File: config.mk
export PLATFORM = sky130hd
export DESIGN_NAME = cu_multicycle_ctrl
export DESIGN_NICKNAME = d
export VERILOG_FILES = /design/src/rtl/cu_pkg.sv /design/src/rtl/cu_control_decoder.sv /design/src/rtl/cu_multicycle_ctrl.sv
export SDC_FILE = /design/constraint.sdc
export NUM_CORES = 1
export LEC_CHECK = 0
export BUFFER_PORTS_ARGS = -buffer_cell sky130_fd_sc_hd__buf_2
export CAP_MARGIN = 20
export CORE_MARGIN = 5
export CORE_UTILIZATION = 50
export CTS_BUF_LIST = sky130_fd_sc_hd__clkbuf_16
export DETAILED_ROUTE_END_ITERATION = 6
export PLACE_DENSITY = 0.75
export SYNTH_ARGS = -nofsm -noshare
export SYNTH_HDL_FRONTEND = slang
export SYNTH_HIERARCHICAL = 1
export SYNTH_SLANG_ARGS = --single-unit
File: constraint.sdc
create_clock -name clk -period 5.6 [get_ports clk]
set_input_delay 0.28 -clock clk [delete_from_list [all_inputs] [get_ports clk]]
set_output_delay 0.28 -clock clk [all_outputs]
set_load 0.01 [all_outputs]
File: src/rtl/cu_pkg.sv
// cu_pkg: shared definitions for the multicycle control unit.
//   state_t  - FSM state encoding (also the 4-bit debug view on the top's state port)
//   OP_*     - RV32I major opcodes recognised by the decoder
//   *_ENC    - field encodings of the datapath mux selects
//   ctrl_t   - control word, fields listed in output order
package cu_pkg;

  typedef enum logic [3:0] {
    S_FETCH     = 4'd0,
    S_DECODE    = 4'd1,
    S_MEM_ADR   = 4'd2,
    S_MEM_READ  = 4'd3,
    S_MEM_WB    = 4'd4,
    S_MEM_WRITE = 4'd5,
    S_EXECUTE_R = 4'd6,
    S_ALU_WB    = 4'd7,
    S_EXECUTE_I = 4'd8,
    S_BRANCH    = 4'd9,
    S_JAL       = 4'd10,
    S_FAULT     = 4'd15
  } state_t;

  localparam logic [6:0] OP_LOAD   = 7'b0000011;
  localparam logic [6:0] OP_STORE  = 7'b0100011;
  localparam logic [6:0] OP_RTYPE  = 7'b0110011;
  localparam logic [6:0] OP_ITYPE  = 7'b0010011;
  localparam logic [6:0] OP_BRANCH = 7'b1100011;
  localparam logic [6:0] OP_JAL    = 7'b1101111;

  localparam int SEL_W = 2;

  localparam logic [SEL_W-1:0] RES_ALUOUT = 2'b00;
  localparam logic [SEL_W-1:0] RES_DATA   = 2'b01;
  localparam logic [SEL_W-1:0] RES_ALU    = 2'b10;

  localparam logic [SEL_W-1:0] SRCA_PC    = 2'b00;
  localparam logic [SEL_W-1:0] SRCA_OLDPC = 2'b01;
  localparam logic [SEL_W-1:0] SRCA_RS1   = 2'b10;

  localparam logic [SEL_W-1:0] SRCB_RS2   = 2'b00;
  localparam logic [SEL_W-1:0] SRCB_IMM   = 2'b01;
  localparam logic [SEL_W-1:0] SRCB_FOUR  = 2'b10;

  localparam logic [SEL_W-1:0] IMM_I      = 2'b00;
  localparam logic [SEL_W-1:0] IMM_S      = 2'b01;
  localparam logic [SEL_W-1:0] IMM_B      = 2'b10;
  localparam logic [SEL_W-1:0] IMM_J      = 2'b11;

  localparam logic [SEL_W-1:0] ALU_ADD    = 2'b00;
  localparam logic [SEL_W-1:0] ALU_SUB    = 2'b01;
  localparam logic [SEL_W-1:0] ALU_FUNCT  = 2'b10;

  typedef struct packed {
    logic             mem_req;
    logic             pc_up;
    logic             branch;
    logic             adr_src;
    logic             mem_wr;
    logic             ir_rd;
    logic [SEL_W-1:0] result_src;
    logic [SEL_W-1:0] alu_src_a;
    logic [SEL_W-1:0] alu_src_b;
    logic [SEL_W-1:0] imm_src;
    logic [SEL_W-1:0] alu_op;
    logic             reg_wr;
  } ctrl_t;

  // States in which the FSM waits on the memory handshake.
  function automatic logic is_wait_state(input state_t s);
    return (s == S_FETCH) || (s == S_MEM_READ) || (s == S_MEM_WRITE);
  endfunction

endpackage

File: src/rtl/cu_control_decoder.sv
// cu_control_decoder: combinational map from FSM state (plus opcode and
// mem_ready) to the datapath control word. Unlisted fields stay 0.
// Configuration macro: CU_JAL_EN (adds the JAL state decode and imm_src=J).
// Ports:
//   state     in  current FSM state
//   opcode    in  instr[6:0] from the IR
//   mem_ready in  memory completes the current access this cycle
//   ctrl      out control word
module cu_control_decoder
  import cu_pkg::*;
(
  input  state_t     state,
  input  logic [6:0] opcode,
  input  logic       mem_ready,
  output ctrl_t      ctrl
);

  always_comb begin
    ctrl = '0;
    case (state)
      S_FETCH: begin
        ctrl.mem_req    = 1'b1;
        ctrl.alu_src_b  = SRCB_FOUR;
        ctrl.result_src = RES_ALU;
        // IR load and PC+4 only happen in the cycle the fetch completes.
        ctrl.ir_rd      = mem_ready;
        ctrl.pc_up      = mem_ready;
      end
      S_DECODE: begin
        ctrl.alu_src_a = SRCA_OLDPC;
        ctrl.alu_src_b = SRCB_IMM;
        ctrl.imm_src   = IMM_B;
`ifdef CU_JAL_EN
        if (opcode == OP_JAL) ctrl.imm_src = IMM_J;
`endif
      end
      S_MEM_ADR: begin
        ctrl.alu_src_a = SRCA_RS1;
        ctrl.alu_src_b = SRCB_IMM;
        ctrl.imm_src   = (opcode == OP_STORE) ? IMM_S : IMM_I;
      end
      S_MEM_READ: begin
        ctrl.adr_src = 1'b1;
        ctrl.mem_req = 1'b1;
      end
      S_MEM_WB: begin
        ctrl.result_src = RES_DATA;
        ctrl.reg_wr     = 1'b1;
      end
      S_MEM_WRITE: begin
        ctrl.adr_src = 1'b1;
        ctrl.mem_req = 1'b1;
        ctrl.mem_wr  = mem_ready;
      end
      S_EXECUTE_R: begin
        ctrl.alu_src_a = SRCA_RS1;
        ctrl.alu_op    = ALU_FUNCT;
      end
      S_EXECUTE_I: begin
        ctrl.alu_src_a = SRCA_RS1;
        ctrl.alu_src_b = SRCB_IMM;
        ctrl.alu_op    = ALU_FUNCT;
      end
      S_ALU_WB: begin
        ctrl.reg_wr = 1'b1;
      end
      S_BRANCH: begin
        ctrl.alu_src_a = SRCA_RS1;
        ctrl.alu_op    = ALU_SUB;
        ctrl.branch    = 1'b1;
      end
`ifdef CU_JAL_EN
      S_JAL: begin
        ctrl.alu_src_a = SRCA_OLDPC;
        ctrl.alu_src_b = SRCB_FOUR;
        ctrl.pc_up     = 1'b1;
      end
`endif
      default: ;
    endcase
  end

endmodule

File: src/rtl/cu_multicycle_ctrl.sv
// cu_multicycle_ctrl: multicycle RISC-V control unit. Holds the state
// register, the memory-wait watchdog and the retired-instruction counter;
// the control word comes from cu_control_decoder.
// Configuration macro: CU_JAL_EN (JAL support; undefined -> JAL is illegal).
// Parameters: TIMEOUT (watchdog limit, 0 disables), CNT_W (retired width).
// Ports:
//   clk, rst_n (sync, active-low)       opcode, funct3, zero, mem_ready in
//   mem_req, pc_wr, adr_src, mem_wr, ir_rd, result_src, alu_src_a,
//   alu_src_b, imm_src, alu_op, reg_wr  datapath controls out
//   state (debug), fault (sticky), retired (wrapping count)  out
//
// state       | meaning
// FETCH       | read instruction at PC, wait for mem_ready
// DECODE      | compute branch/jump target into ALUOut
// MEM_ADR     | compute load/store address
// MEM_READ    | load access, wait for mem_ready
// MEM_WB      | write loaded data to rd
// MEM_WRITE   | store access, wait for mem_ready
// EXECUTE_R   | register-register ALU op
// ALU_WB      | write ALU result to rd
// EXECUTE_I   | register-immediate ALU op
// BRANCH      | compare rs1/rs2, redirect PC if taken
// JAL         | link old PC+4, jump (CU_JAL_EN only)
// FAULT       | illegal opcode or memory timeout, sticky until reset
module cu_multicycle_ctrl
  import cu_pkg::*;
#(
  parameter int TIMEOUT = 16,
  parameter int CNT_W   = 32
) (
  input  logic             clk,
  input  logic             rst_n,
  input  logic [6:0]       opcode,
  input  logic [2:0]       funct3,
  input  logic             zero,
  input  logic             mem_ready,
  output logic             mem_req,
  output logic             pc_wr,
  output logic             adr_src,
  output logic             mem_wr,
  output logic             ir_rd,
  output logic [1:0]       result_src,
  output logic [1:0]       alu_src_a,
  output logic [1:0]       alu_src_b,
  output logic [1:0]       imm_src,
  output logic [1:0]       alu_op,
  output logic             reg_wr,
  output logic [3:0]       state,
  output logic             fault,
  output logic [CNT_W-1:0] retired
);

  localparam int WD_W = (TIMEOUT < 2) ? 1 : $clog2(TIMEOUT + 1);

  state_t           state_q, state_nx;
  logic [WD_W-1:0]  wd_cnt, wd_nx;
  logic             wd_hit;
  logic             retire;
  logic             fault_q;
  logic [CNT_W-1:0] retired_q;
  ctrl_t            ctrl;
  logic             unused_funct3;

  cu_control_decoder u_dec (
    .state     (state_q),
    .opcode    (opcode),
    .mem_ready (mem_ready),
    .ctrl      (ctrl)
  );

  // Only BEQ/BNE are resolved: funct3[0] inverts the zero test.
  assign unused_funct3 = ^funct3[2:1];

  assign wd_hit = (TIMEOUT != 0) && (wd_cnt == WD_W'(TIMEOUT));

  always_comb begin
    state_nx = state_q;
    case (state_q)
      S_FETCH:     if (mem_ready) state_nx = S_DECODE;
                   else if (wd_hit) state_nx = S_FAULT;
      S_DECODE: begin
        case (opcode)
          OP_LOAD, OP_STORE: state_nx = S_MEM_ADR;
          OP_RTYPE:          state_nx = S_EXECUTE_R;
          OP_ITYPE:          state_nx = S_EXECUTE_I;
          OP_BRANCH:         state_nx = S_BRANCH;
`ifdef CU_JAL_EN
          OP_JAL:            state_nx = S_JAL;
`endif
          default:           state_nx = S_FAULT;
        endcase
      end
      S_MEM_ADR:   state_nx = (opcode == OP_STORE) ? S_MEM_WRITE : S_MEM_READ;
      S_MEM_READ:  if (mem_ready) state_nx = S_MEM_WB;
                   else if (wd_hit) state_nx = S_FAULT;
      S_MEM_WB:    state_nx = S_FETCH;
      S_MEM_WRITE: if (mem_ready) state_nx = S_FETCH;
                   else if (wd_hit) state_nx = S_FAULT;
      S_EXECUTE_R: state_nx = S_ALU_WB;
      S_EXECUTE_I: state_nx = S_ALU_WB;
      S_ALU_WB:    state_nx = S_FETCH;
      S_BRANCH:    state_nx = S_FETCH;
`ifdef CU_JAL_EN
      S_JAL:       state_nx = S_ALU_WB;
`endif
      default:     state_nx = S_FAULT;
    endcase
  end

  // A timeout forces a state change, so the counter clears on that edge too.
  assign wd_nx = (is_wait_state(state_q) && !mem_ready && (state_nx == state_q))
                 ? wd_cnt + 1'b1 : '0;

  assign retire = (state_nx == S_FETCH) &&
                  ((state_q == S_MEM_WB) || (state_q == S_MEM_WRITE) ||
                   (state_q == S_ALU_WB) || (state_q == S_BRANCH));

  always_ff @(posedge clk) begin
    if (!rst_n) begin
      state_q   <= S_FETCH;
      wd_cnt    <= '0;
      fault_q   <= 1'b0;
      retired_q <= '0;
    end else begin
      state_q <= state_nx;
      wd_cnt  <= wd_nx;
      fault_q <= fault_q | (state_nx == S_FAULT);
      if (retire) retired_q <= retired_q + CNT_W'(1);
    end
  end

  assign mem_req    = ctrl.mem_req;
  assign pc_wr      = ctrl.pc_up | (ctrl.branch & (zero ^ funct3[0]));
  assign adr_src    = ctrl.adr_src;
  assign mem_wr     = ctrl.mem_wr;
  assign ir_rd      = ctrl.ir_rd;
  assign result_src = ctrl.result_src;
  assign alu_src_a  = ctrl.alu_src_a;
  assign alu_src_b  = ctrl.alu_src_b;
  assign imm_src    = ctrl.imm_src;
  assign alu_op     = ctrl.alu_op;
  assign reg_wr     = ctrl.reg_wr;
  assign state      = state_q;
  assign fault      = fault_q;
  assign retired    = retired_q;

endmodule

* Word-level counts from Yosys, hierarchy flattened
Cells that the tools add are included.
Word-level totals: register bits after elaboration 42, bits of input ports 14, output and inout bits 53, word-level logic and storage cells 66
Operators by class: $add $sub $neg 2, equality and inequality tests 17, muxes and demuxes 19, bitwise gates (word level) 4, reductions and logical operators 20
Operators by type and width (number):
- adder 32 x 1 -> 32 bit (second input constant) | 1
- one-hot mux 4 bit (7 select lines) | 1
- one-hot mux 2 bit (2 select lines) | 5
- == test 4 x 3 -> 1 bit (second input constant) | 4
- two-way mux 4 bit | 4
- one-hot mux 4 bit (4 select lines) | 1
- == test 7 x 6 -> 1 bit (second input constant) | 2
- == test 4 bit (second input constant) | 3
- OR reduction 3 bit | 3
- == test 4 x 2 -> 1 bit (second input constant) | 2
- zero test 4 bit | 2
- OR reduction 2 bit | 4
- == test 7 x 2 -> 1 bit (second input constant) | 1
- == test 7 x 5 -> 1 bit (second input constant) | 1
- == test 7 bit (second input constant) | 1
- two-way mux 1 bit | 7
- adder 5 x 1 -> 5 bit (second input constant) | 1
- == test 5 bit (second input constant) | 1
- logical OR 1 bit | 5
- == test 4 x 1 -> 1 bit (second input constant) | 1
- == test 4 bit | 1
- OR reduction 4 bit | 1
- logical AND 1 bit | 3
- two-way mux 3 bit | 1
- 5 further kinds | 6

* Depth between registers and ports, before layout
Gate-level depths: netlist of the first run.
depth after elaboration 7, mapped depth 9, depth with buffers taken out 7

* Modules after synthesis
The synthesis of the first run kept the hierarchy.
By module, submodules not included:
- cu_multicycle_ctrl | instances 1, cells each 277, area each 2381.0 sq um, seq. area each 840.8 sq um
- cu_control_decoder | instances 1, cells each 32, area each 227.7 sq um, seq. area each 0.0 sq um

* Worst setup path after synthesis of the first run
OpenSTA, ideal clock, no wires.
path kind register to register, from register state_q[3] (netlist: state[3]), to register retired_q[24] (netlist: retired[24]), library setup time 70 ps, arrival time 2026 ps, required time 5530 ps, path slack 3503 ps, stages on the path, launching flop included 8, buffers on the path 2, clock period less this slack 2097 ps, cell sequence dfxtp_1 -> buf_2 -> nor2_1 -> a31oi_2 -> o221ai_2 -> clkbuf_1 -> or4_1 -> a21oi_1
On the way: longest elaborated chain between the ends 5, elaborated cells between the ends (all ways) 22, classes of those cells 9 x eq/ne; 5 x mux; 8 x reduce/logical
Ends and longest elaborated chain:
- from (decl) | RTL line cu_multicycle_ctrl.sv:55 | state_t state_q, state_nx;
- from (signal assigned) | RTL line cu_multicycle_ctrl.sv:125 | state_q <= state_nx;
- == test 4 x 3 -> 1 bit, or another cell as far along | RTL line cu_multicycle_ctrl.sv:78, cu_multicycle_ctrl.sv:115
- OR reduction 3 bit (no line), or another cell as far along
- one-hot mux 4 bit (7 select lines) or logical OR 1 bit (tied branches) | RTL line cu_multicycle_ctrl.sv:78, cu_multicycle_ctrl.sv:115
- zero test 4 bit or logical OR 1 bit (tied branches) | RTL line cu_multicycle_ctrl.sv:114, cu_multicycle_ctrl.sv:116
- logical AND 1 bit * | RTL line cu_multicycle_ctrl.sv:114 | assign retire = (state_nx == S_FETCH) &&
- to (signal assigned) | RTL line cu_multicycle_ctrl.sv:128 | if (retire) retired_q <= retired_q + CNT_W'(1);
- to (decl) | RTL line cu_multicycle_ctrl.sv:60 | logic [CNT_W-1:0] retired_q;
Mark *: on every way between the ends. The rest lies on a longest branch, timed or not. A chain may end at the register's enable or synchronous reset.

* Worst setup path after layout of the first run
from register state_q[1] (netlist: state[1]), to register retired_q[5] (netlist: retired[5])
The elaborated chain is that of the path after synthesis.

==> impl_results.md, run 1 <==
* Area Growth Syn to Fin at 17.3%
* Final nets at 376
* Critical R2R Capture: retired[5]
* Synth top area share at 32.2%
* Slew HR at around a third
* Post-Place Setup Slack at 2.77 ns
* Post-DR vias/cell at 5.97
* Crit path kind: reg2reg
* H-tree depth at 2
* Clock buffer depth at 2
* Tot Pwr at 1.23 mW
* Total number of vias at 2565
* GRT Total Usage at 19.2%
* Resized cells post-CTS at 0
* Area of the multi-input gates at 0.00161 sq mm
* Ports at between 60 and 70
* Util after Layout at 60.3%
* Final Wtd Congestion at about 0.76
* Status: finished, final reports clean
* Sw Share at between 40% and 50%
* Total Wirelength at 6200 microns
* Max capacitance violation total at 0
* Mean Syn Cell Area at 8.44 sq um
* DRC violations left at 0
* Setup TNS at 0 ns
* DR WL/cell at 14.4 microns
* Switch Pwr at 546 uW
* Fin Clk Skew at about 0.0054 ns
* Cell taking the most area after synthesis: dfxtp_1
* GRT busiest layer: met2
* CTS Hold Bufs at 0
* Dpl cell area at 0.00291 sq mm
* Leakage at around 1.2 nW
* Setup violators final at 0
* Netlist Area Pre-Place at 0.00261 sq mm
* Worst vdd ir at 0.000376 V
* Tightest Hold Check Type: in2reg
* FF+latch area at about 840 sq um
* Final WS setup at 2.80 ns
* Die X at approximately 80 microns
* CTS root buf: clkbuf_16
* Pin count of the biggest net entering global routing at 37
* Vias in the first global route at 2254
* Die height at 82.2 microns
* Reg2reg start: state[1]
* Antenna Violating Nets Remaining at 0
* Met3 Track Usage GR at 5.10%
* Clk pwr share at 22.3%
* Syn_nets at 326
* Crit path time final at 2.80 ns
* Yosys cell types at 60
* CTS tree: done
* Critical path arrival at 2.96 ns
* Synth Flop Type: dfxtp_1
* R2R cell count at 6
* Clk slew on worst S/H paths at ~0.06 ns
* GRT met1 Usage at 25.4%
* Fin crit share at 50.1%
* Largest cells by area after synthesis: dfxtp_1, o31ai_1, or4_1
* Core area at 0.00507 sq mm
* Synth cell count leaders: dfxtp_1, a21oi_1, o31ai_1
* GRT met2 Usage at between 30% and 40%
* Worst Setup Start Kind: flip-flop
* Post-synthesis register bit count at 42
* Max incr delay on CP at 0.82 ns
* Hold_sp: rst_n
* Final Hold Vio Count at 0
* I/O Buffers at 64
* Post-Layout Inst Area at 0.00306 sq mm
* Placed cell count at 421
* WHS Path Cells at 2
* TritonCTS sink count at 42
* Yosys warns at 6
* Syn Inst Count at 309
* Slew Limit Fails at 0
* Setup crit end kind: flip-flop
* Gate power share at between 40% and 50%
* Total gr overflow at 0
* Hold EP: retired[11]
* Drt first pass iters at 4
* Filler cells at 450
* Iteration-0 DRC Markers at 135
* Diodes inserted at 0
* Setup Buffers After CTS at 0
* Worst hold slack at 0.366 ns
* Top-count cell post-synth: dfxtp_1
* DPL Wire Length at approximately 4200 microns
* Layout cells sized above 1 at between 20% and 30%
* CP max stage cell: dfxtp_1
* CP cell instances: nor4bb_1, a31oi_2, o221ai_4, buf_4, nor4_1, mux2i_1
* Sequential share of the synthesized area at 32.2%
* Skew-Pair Late Insertion Delay at 0.28 ns
* Worst Path Required at 5.76 ns
* Site row count at 26
* Layout Cells excl Fill at 430
* Initial antenna violation count at 0
* CP max FO at 35
* F_max at 357 MHz
* RSZ-0062 raised after global routing: false
* Cts bufs inserted at 5
* Flop-to-flop setup slack at 2.80 ns
* Post-synth EDFFs at 0
* Cell-internal power at 683 uW
* Power density cells at 402 mW/mm^2
* Asr flop ratio synth at 0%
* First-pass GRT wire length at 10300 microns
* Flop pwr share at between 30% and 40%
* Slew @ Worst Pin at 1.02 ns
* Die ar. at between 0.006 and 0.007 sq mm
* Effective utilization at floorplan at 51.4%
==> power groups by stage <==
stage	Clock, mW	Sequential (mW)	Combinational, mW
after floorplan	0	0.361	0.463
after global placement	0	0.398	0.537
after detailed placement	0	0.401	0.547
after CTS	0.279	0.394	0.550
after global routing	0.292	0.404	0.624
final	0.274	0.394	0.561
==> registers in the layout, indices dropped and copies added, names as in the netlist <==
register,flops
state,4
fault,1
wd_cnt,5
retired,32
==> layer usage <==
| layer | routed length, microns | share of wire, % |
|---|---|---|
| met5 | 0 | 0 |
| met4 | 55 | 0.89 |
| met3 | 446 | 7.2 |
| met2 | 3000 | 48 |
| met1 | 2700 | 44 |
==> cell type report <==
cell class              instances  area share (%)
clock inverters                 3           0.409
clock buffers                   5            4.09
well taps                      70            2.86
inverters                      10            1.23
repair buffers                 66            11.2
multi-input cells             234            52.7
flip-flops and latches         42            27.5
==> worst max-delay path: cells and delay by family (launching register included) <==
family,cells,cell delay (ns)
flops,1,0.82
compound gates,2,0.68
simple gates,2,0.58
buf+inv,1,0.43
mux,1,0.16
==> cells in the final DEF (no fill, tap or decap), types with 2 or more instances in the layout <==
cell       instances
nand2_1           15
nand3b_1           4
buf_2             64
nor2_1            18
nand4b_1           3
a21oi_2            2
nor4b_1            3
inv_1             11
nand3_1           11
o21ai_1            4
and3b_1            2
a31oi_2            2
mux2i_1            5
o21ai_0            4
or3b_1             3
and3_1             5
or3_1              4
or4_1             23
xor2_1             3
ha_1               3
a21oi_1           29
nor4_2             2
xnor2_1            2
nor3_1             7
o21a_1             4
nor4_1             4
dfxtp_1           42
and2_1             2
o31ai_1           24
nand2b_1          10
nor2b_1            2
nand4_1            8
clkbuf_16          5
==> cells by family after synthesis <==
group	share of synthesized area, %
AOI/OAI and AO/OA	21.6
xor gates and xnor gates	1.68
adders and majority gates	1.44
buffers and inverters	6.47
DFF	32.2
muxes	2.35
and+or+nand+nor	34.2
==> how the worst max path moves through the flow <==
stage / from / cells past startpoint / slack (ns) / to
after CTS: state[1] / 6 / 2.77 / retired[5]
after global placement: state[1] / 6 / 2.89 / retired[5]
after floorplan: state[3] / 7 / 3.50 / retired[24]
after global routing: state[1] / 6 / 2.53 / retired[14]
final: state[1] / 6 / 2.80 / retired[5]
after detailed placement: state[1] / 6 / 2.77 / retired[5]
(Power assumes the default switching activity.)
==> run 2, diff against run 1 <==
clock period = 2.8 ns   (was 5.6 ns; I/O delays follow)
==> run 2 against run 1 <==
Compared with the run above: combinational power up 130%; register-to-register slack worse by 2.6 ns; power up 120%; worst hold slack worse by 0.14 ns; largest power group unchanged; utilization up 1.8 points; routed wire length up 3.5%; non-clock buffer count up 8; via count up 1.1%; critical path type unchanged; clock skew down 0.00084 ns; first-iteration DRC count down 22%; cell count up 1.6%; sequential power up 87%.
==> impl_results.md, run 2 (same netlist as run 1, synthesis figures left out) <==
* F_max at 379 MHz (+6.3%)
* Resized cells post-CTS at 0 (unchanged)
* Clock buffer depth at 2 (unchanged)
* GRT Total Usage at 19.5% (+0.28 points)
* Crit path time final at 2.64 ns (-0.167 ns)
* Crit path buffers/inverters at 2 (+1)
* Post-Place Setup Slack at 0.217 ns (-2.56 ns)
* Site row count at 26 (unchanged)
* Setup Buffers After CTS at 0 (unchanged)
* Number of flip-flops in the largest register at 32 (unchanged)
* Final Hold Vio Count at 0 (unchanged)
* Most frequent cells in the layout: buf_2, dfxtp_1, a21oi_1
* Power density cells at 850 mW/mm^2 (+110%)
* Total number of vias at 2593 (+1.1%)
* Final WS setup at 0.163 ns (-2.63 ns)
* Initial antenna violation count at 0 (unchanged)
* DR WL/cell at 14.7 microns (+1.8%)
* CP cell instances: inv_1, ha_1, and4bb_2, o31ai_2, o221ai_4, buf_12, or4_1, a21oi_1
* Pin count of the biggest net entering global routing at 37 (unchanged)
* Top Family by Delay on Critical Path: compound AO/OA/AOI/OAI gates
* Setup crit end kind: flip-flop
* Worst Path Required at 3.00 ns (-2.76 ns)
* Die ar. at 0.00676 sq mm (unchanged)
* Core area at 0.00507 sq mm (unchanged)
* Critical path arrival at 2.84 ns (-0.12 ns)
* Post-DR vias/cell at 5.93 (-0.53%)
* Die X at 82.2 microns (unchanged)
* Antenna Violating Nets Remaining at 0 (unchanged)
* Vias in the first global route at 2407 (+6.8%)
* Filler cells at 468 (+4.0%)
* Slew @ Worst Pin at 0.800 ns (-0.217 ns)
* Fin crit share at 94.2% (+44 points)
* DRC violations left at 0 (unchanged)
* I/O Buffers at 64 (unchanged)
* Iteration-0 DRC Markers at 105 (-22%)
* H-tree depth at 2 (unchanged)
* Crit path kind: reg2reg
* Status: finished, final reports clean
* TritonCTS sink count at 42 (unchanged)
* Diodes inserted at 0 (unchanged)
* Commonest non-fill, non-tap cell in the layout: buf_2
* CTS tree: done
* Drt first pass iters at 4 (unchanged)
* Clk slew on worst S/H paths at 0.06 ns (about the same)
* RSZ-0062 raised after global routing: false
* Layout cells sized above 1 at 26.7% (+1.7 points)
* Worst vdd ir at 0.000628 V (+67%)
* Fin Clk Skew at 0.00456 ns (-0.000840 ns)
* Cts bufs inserted at 5 (unchanged)
* Max incr delay on CP at 0.50 ns (-0.32 ns)
* CTS Hold Bufs at 0 (unchanged)
* CP max FO at 35 (unchanged)
* CTS root buf: clkbuf_16
* Total gr overflow at 0 (unchanged)
* Final nets at 384 (+2.1%)
* Max capacitance violation total at 0 (unchanged)
* Leakage at 1.21 nW (+4.2%)
* Skew-Pair Late Insertion Delay at 0.28 ns (about the same)
* Ports at 67 (unchanged)
* Final Wtd Congestion at 0.799 (+4.7%)
* Effective utilization at floorplan at 51.4% (unchanged)
* Die height at 82.2 microns (unchanged)
* First-pass GRT wire length at 10600 microns (+3.4%)
* CP max stage cell: or4_1
* Area Growth Syn to Fin at 20.7%
* Slew HR at 46.4% (+14 points)
* Total Wirelength at 6410 microns (+3.5%)
* Setup TNS at 0 ns (unchanged)
* Slew Limit Fails at 0 (unchanged)
* Worst Setup Start Kind: flip-flop
* Setup violators final at 0 (unchanged)
* DPL Wire Length at 4470 microns (+7.2%)
* Tightest Hold Check Type: in2reg
## run 2: cell count changes in the layout (fill, tap and decap cells not counted), sizes merged
| cell | delta |
|---|---|
| buf | +8 |
| bufinv | +1 |
| inv | -1 |
| clkinv | -1 |
## run 2: layout make-up
cell class	count	area [sq um]	area share [%]
Multi-Input combinational cell	234	1610	51.2
Inverter	10	37.5	1.19
Tap cell	70	87.6	2.78
Clock buffer	5	125	3.97
Clock inverter	2	33.8	1.07
Sequential cell	42	841	26.7
Timing Repair Buffer	74	412	13.1
## run 2: worst paths after layout
| check | start | endpoint | slack [ns] | depth (start not counted) |
|---|---|---|---|---|
| max reg2reg | wd_cnt[0] | retired[18] | 0.16 | 8 |
| max | wd_cnt[0] | retired[18] | 0.16 | 8 |
| min | rst_n | retired[11] | 0.23 | 2 |
| min reg2reg | fault | fault | 0.45 | 2 |
## run 2: worst register-to-register path, delay by kind of cell, from the launching register on
| family | cells | cell delay, ns |
|---|---|---|
| compound gates | 3 | 0.82 |
| simple gates | 2 | 0.80 |
| flops | 1 | 0.38 |
| buf+inv | 2 | 0.35 |
| fa+ha+maj | 1 | 0.20 |
## run 2: per-layer routing
metal,global-route usage [%],wire [microns]
met1,23.9,2890
met3,4.34,343
met5,0,0
met2,33.8,3130
met4,6.15,48
## run 2: report_power, final
group          switching (mW)  internal [mW]
Sequential             0.0964          0.638
Clock                   0.226          0.412
Combinational           0.809          0.494
Total                    1.13           1.54
## run 2: through the flow
| stage | power, mW | area [sq um] | hold slack, ns | instances | utilization, % |
|---|---|---|---|---|---|
| final | 2.68 | 3150 | 0.230 | 437 | 62.1 |
| after global routing | 2.84 | 3150 | 0.244 | 437 | 62.1 |
| after CTS | 2.67 | 3140 | 0.227 | 436 | 61.8 |
| after detailed placement | 2.02 | 2980 | 0.438 | 429 | 58.7 |
| after global placement | 1.99 | 2980 | 0.438 | 429 | 58.7 |
| after floorplan | 1.65 | 2610 | 0.295 | 309 | - |
